--- src/rtl/core_pkg.sv ---
// Shared definitions for the multicycle RV32I core: word width, the canonical
// NOP encoding and the fetch-stage state encoding.
package core_pkg;

  localparam int XLEN = 32;

  // addi x0, x0, 0
  localparam logic [XLEN-1:0] NOP = 32'h0000_0013;

  // Byte distance between sequential instructions
  localparam logic [XLEN-1:0] INSTR_BYTES = 32'd4;

  typedef enum logic [2:0] {
    S_REQ   = 3'd0,
    S_WAIT  = 3'd1,
    S_VALID = 3'd2,
    S_FAULT = 3'd3,
    S_IDLE  = 3'd4
  } fetch_state_e;

endpackage

--- src/rtl/instr_fetch.sv ---
// Fetch stage: holds the PC, drives the synchronous instruction ROM, captures the
// returned word and hands it to decode over valid/ready; handles redirects, faults and halt.
module instr_fetch
  import core_pkg::*;
#(
  parameter logic [31:0] RESET_PC = 32'h0000_0000,
  parameter int          ROM_AW   = 14
) (
  input  logic              clk,
  input  logic              rst_n,
  output logic [ROM_AW-1:0] rom_addr,
  input  logic [31:0]       rom_data,
  output logic              instr_valid,
  input  logic              instr_ready,
  output logic [31:0]       instr,
  output logic [31:0]       instr_pc,
  input  logic              redirect_valid,
  input  logic [31:0]       redirect_pc,
  output logic              fetch_fault,
  input  logic              halt,
  output logic              busy
);

  fetch_state_e    r_state;
  logic [XLEN-1:0] r_pc;
  logic [XLEN-1:0] r_instr;
  logic [XLEN-1:0] r_instr_pc;
  logic            r_valid;
  logic            r_fault;
  logic            r_busy;

  logic [XLEN-1:0] w_pc_next;
  logic            w_redirect_ok;
  logic            w_next_in_rom;

  function automatic logic in_rom(input logic [XLEN-1:0] a);
    return (a[XLEN-1:ROM_AW] == '0);
  endfunction

  function automatic logic aligned(input logic [XLEN-1:0] a);
    return (a[1:0] == 2'b00);
  endfunction

  assign w_pc_next     = r_pc + INSTR_BYTES;
  assign w_redirect_ok = aligned(redirect_pc) && in_rom(redirect_pc);
  assign w_next_in_rom = in_rom(w_pc_next);

  // The ROM registers this address, so its data is available while in WAIT
  assign rom_addr    = r_pc[ROM_AW-1:0];
  assign instr_valid = r_valid;
  assign instr       = r_instr;
  assign instr_pc    = r_instr_pc;
  assign fetch_fault = r_fault;
  assign busy        = r_busy;

  always_ff @(posedge clk or negedge rst_n) begin
    if (!rst_n) begin
      r_state    <= S_REQ;
      r_pc       <= RESET_PC;
      r_instr    <= NOP;
      r_instr_pc <= RESET_PC;
      r_valid    <= 1'b0;
      r_fault    <= 1'b0;
      r_busy     <= 1'b1;
    end else if (redirect_valid) begin
      // Redirect wins over everything, including a same-cycle handshake;
      // returning to REQ drops whatever the ROM is producing for the old PC.
      r_pc    <= redirect_pc;
      r_valid <= 1'b0;
      r_busy  <= 1'b1;
      if (w_redirect_ok) begin
        r_state <= S_REQ;
        r_fault <= 1'b0;
      end else begin
        r_state    <= S_FAULT;
        r_fault    <= 1'b1;
        r_instr_pc <= redirect_pc;
      end
    end else begin
      case (r_state)
        S_REQ: begin
          r_state <= S_WAIT;
        end
        S_WAIT: begin
          r_instr    <= rom_data;
          r_instr_pc <= r_pc;
          r_valid    <= 1'b1;
          r_state    <= S_VALID;
        end
        S_VALID: begin
          // Without ready the instruction is held and halt is ignored
          if (instr_ready) begin
            r_valid <= 1'b0;
            r_pc    <= w_pc_next;
            if (!w_next_in_rom) begin
              r_state    <= S_FAULT;
              r_fault    <= 1'b1;
              r_instr_pc <= w_pc_next;
            end else if (halt) begin
              r_state <= S_IDLE;
              r_busy  <= 1'b0;
            end else begin
              r_state <= S_REQ;
            end
          end
        end
        S_FAULT: begin
          r_state <= S_FAULT;
        end
        S_IDLE: begin
          r_state <= S_IDLE;
        end
        default: begin
          r_state <= S_REQ;
          r_valid <= 1'b0;
          r_busy  <= 1'b1;
        end
      endcase
    end
  end

endmodule

--- config.mk ---
export PLATFORM = sky130hd
export DESIGN_NAME = instr_fetch
export DESIGN_NICKNAME = d
export VERILOG_FILES = /design/src/rtl/core_pkg.sv /design/src/rtl/instr_fetch.sv
export SDC_FILE = /design/constraint.sdc
export NUM_CORES = 1
export LEC_CHECK = 0
export ABC_AREA = 0
export CAP_MARGIN = 20
export CORE_MARGIN = 1.5
export CORE_UTILIZATION = 48
export CTS_CLUSTER_DIAMETER = 60
export DETAILED_ROUTE_END_ITERATION = 7
export GPL_TIMING_DRIVEN = 0
export PLACE_DENSITY = 0.85
export SLEW_MARGIN = 10
export SYNTH_ARGS = -nofsm -noshare
export SYNTH_HDL_FRONTEND = slang
export SYNTH_SLANG_ARGS = --single-unit
--- constraint.sdc ---
create_clock -name clk -period 10 [get_ports clk]
set_input_delay 1.5 -clock clk [delete_from_list [all_inputs] [get_ports clk]]
set_output_delay 1.5 -clock clk [all_outputs]
set_load 0.01 [all_outputs]
==> reports/metrics.csv <==
metric;value;unit
largest family of logic cells by synthesized area;multiplexers;
Vias/cell;5.65;
Max Freq;261;MHz
Syn-to-layout area delta;33.7;%
internal power;0.000924;W
total CTS buffers;9;
Final Critical Period;3.84;ns
Max Cap Viol;0;
cell area after layout;0.00786;mm²
largest area contributor in the netlist;dfrtp_1;
R2R cell count;10;
clk buf depth;2;
worst hold slack;0.508;ns
synth top area cells;dfrtp_1 42%, mux2_2 12%, mux2_4 7.7%;
Leakage Power;3.11;nW
via count;4866;
most common cell after layout, fill and taps aside;clkdlybuf4s50_1;
number of global-route vias before repair;5091;
Yosys warnings;0;
Port Buffer Count;148;
first-pass GRT wire length;26.5;mm
Core Util, Final;65.7;%
Reg clk slew, reported paths;0.07;ns
Worst Path Required;10.23;ns
sw frac;28.8;%
core area;0.0120;mm²
RR Startpoint;r_pc[3];
syn_nets;620;
most frequent cells in the layout;147 x clkdlybuf4s50_1, 98 x dfrtp_1, 64 x mux2_2, 46 x nor2_1, 40 x xor2_1;
fin crit share;38.4;%
worst flop-to-flop path endpoint;instr_pc[9];
Synth Area in Compound Gates;5.98;%
pin count of the biggest net entering global routing;72;
EDFF count, synth;0;
global route overflow;0;
fin nets;780;
DP HPWL;11.9;mm
Tightest Pin Transition;0.904;ns
DRC errors left;0;
sequential area share after synthesis;43.5;%
Post-Syn Area;0.00588;mm²
synthesized area per cell;10.7;µm²
Seq cells post-synth;102;
initial antenna violation count;0;
CP Cell Sequence;ha_1 -> nand4_1 -> nor4_2 -> and4_1 -> xor2_1 -> or4_1 -> nor4_4 -> o41ai_4 -> buf_6 -> mux2_4;
switching pwr;0.000374;W
sequential power share;41.3;%
Post-DP Area;0.00758;mm²
die area;0.0129;mm²
Crit Path Category;flop to flop;
Synth Area in Simple Gates;14.9;%
Clock Skews;0.00451;ns
setup_tns;0;ns
initial DRC count;310;
power density cells;165;mW/mm²
WL final;16.4;mm
CP max stage delay;0.62;ns
RSZ-0062 raised after global routing;no;
initial core utilization;49.2;%
combinational power share;32.0;%
CTS tree;yes;
Main synth FF type;dfrtp_1;
max_slew headroom;39.1;%
Crit path arrival time;4.07;ns
DIE HEIGHT;114;µm
row cnt;40;
Reg2Reg Setup Slack;6.16;ns
Top-Level Pins;150;
Setup crit end kind;flop;
level count of the clock H-tree;3;
asr flop ratio synth;100;%
clock share of power;26.8;%
hold bufs inserted after CTS;0;
adder-cell share of the synthesized area;0.213;%
unique cell type count in the Yosys netlist;46;
CP startpoint kind;flop;
hold path depth;1;
GPL Wtd Cong;0.903;
count of final setup violators;0;
CTS Root Cell;clkbuf_16;
Hold Path Class;flop to flop;
CTS Sinks;102;
Synth top area share;41.7;%
Hold Crit Start;instr[9];
die width;114;µm
peak supply drop;0.000131;V
Slowest-stage cell, CP;nor4_2;
postcts setup bufs;0;
worst hold path endpoint;instr[9];
Detail Route Antenna Nets;0;
Synth Area in XOR/XNOR;10.1;%
mux cell area share after synthesis;19.9;%
share of layout cells above drive strength 1;21.7;%
Ant. Diodes;0;
WL per Instance;19.0;µm
Post-CTS Resized;0;
Gate Count Post-Synth;550;
Final Hold Fails;0;
status;complete, no violations;
global-route usage over all layers;26.4;%
fill count;921;
Max Slew Vio Count;0;
worst skew pair latency;0.35;ns
Crit Path Max Fanout;10;
DRT Pass-1 Iters;5;
critical path, delay by kind of cell, from the launching register on:
family | cells | cell delay [ns]
xor gates and xnor gates | 1 | 0.08
AOI/OAI and AO/OA | 1 | 0.14
buffers and inverters | 1 | 0.24
and+or+nand+nor | 5 | 2.11
adders and majority gates | 1 | 0.31
muxes | 1 | 0.31
DFF | 1 | 0.50
flip-flops by register name, indices dropped and copies added, names as in the netlist:
name,count
instr,32
instr_pc,32
r_pc,32
r_state,3
busy,1
fetch_fault,1
instr_valid,1
metrics by stage:
step                instances  total power [W]  worst slack (ns)
floorplan                 550         0.000738              6.87
global placement          845         0.000940              3.61
detailed placement        846         0.000956              5.95
CTS                       861          0.00131              6.21
global route              861          0.00136              5.98
finish                    861          0.00130              6.16
synth_stat cells (3+ instances only):
| cell type | n |
|---|---|
| buf_6 | 3 |
| xor2_1 | 40 |
| and4_1 | 4 |
| o21a_1 | 3 |
| o21ai_0 | 6 |
| a31oi_1 | 5 |
| nor4_2 | 3 |
| nor2_1 | 46 |
| buf_2 | 9 |
| dfrtp_1 | 98 |
| or4_1 | 3 |
| nand4_1 | 19 |
| or2_2 | 3 |
| nor3_1 | 17 |
| inv_1 | 5 |
| buf_4 | 16 |
| mux2_4 | 30 |
| nand2_1 | 33 |
| dfstp_2 | 4 |
| a21oi_1 | 32 |
| clkbuf_1 | 24 |
| nand3_1 | 18 |
| xnor2_1 | 28 |
| nor2b_1 | 3 |
| mux2_2 | 64 |
| nor4_1 | 10 |
worst max path at each step:
| stage | from | end | slack [ns] | depth (start not counted) |
|---|---|---|---|---|
| floorplan | r_pc[4] | instr_pc[10] | 6.87 | 10 |
| finish | r_pc[3] | instr_pc[9] | 6.16 | 10 |
| CTS | r_pc[3] | instr_pc[9] | 6.21 | 10 |
| global route | r_pc[3] | instr_pc[9] | 5.98 | 10 |
| global placement | rst_n | instr_pc[4] | 3.61 | 1 |
| detailed placement | instr_ready | instr[20] | 5.95 | 5 |
per-layer routing:
| layer | vias up | part of all wire, % | track usage, % |
|---|---|---|---|
| met1 | 2402 | 41 | 33.3 |
| met4 | 0 | 1.9 | 9.67 |
| met2 | 210 | 49 | 43.3 |
| met5 | - | 0 | 0 |
| li1 | 2230 | - | - |
| met3 | 24 | 9.0 | 7.65 |
logic make-up (layout without fill, tap and decap cells):
| group | count (synthesis) | after routing |
|---|---|---|
| adders and majority gates | 1 | 1 |
| muxes | 94 | 94 |
| and+or+nand+nor | 169 | 169 |
| buffers and inverters | 60 | 224 |
| DFF | 102 | 102 |
| AOI/OAI and AO/OA | 56 | 56 |
| xor gates and xnor gates | 68 | 68 |
power groups by stage:
stage                     combinational [W]  clock, W  sequential, W
after floorplan                    0.000176         0       0.000562
after global placement             0.000404         0       0.000536
after detailed placement           0.000415         0       0.000541
after CTS                          0.000418  0.000354       0.000536
after global routing               0.000445  0.000368       0.000545
final                              0.000415  0.000347       0.000536
layout make-up:
type                            count  area [µm²]  area share [%]
Sequential cell                   102        2560            32.5
Clock inverter                      4        48.8           0.621
Inverter                            6        22.5           0.286
Multi-Input combinational cell    388        3010            38.3
Tap cell                          147         184            2.34
Buffer                             54         297            3.77
Timing Repair Buffer              149        1510            19.2
Clock buffer                       11         233            2.96
Note: power is estimated with default switching activity, not from simulation.
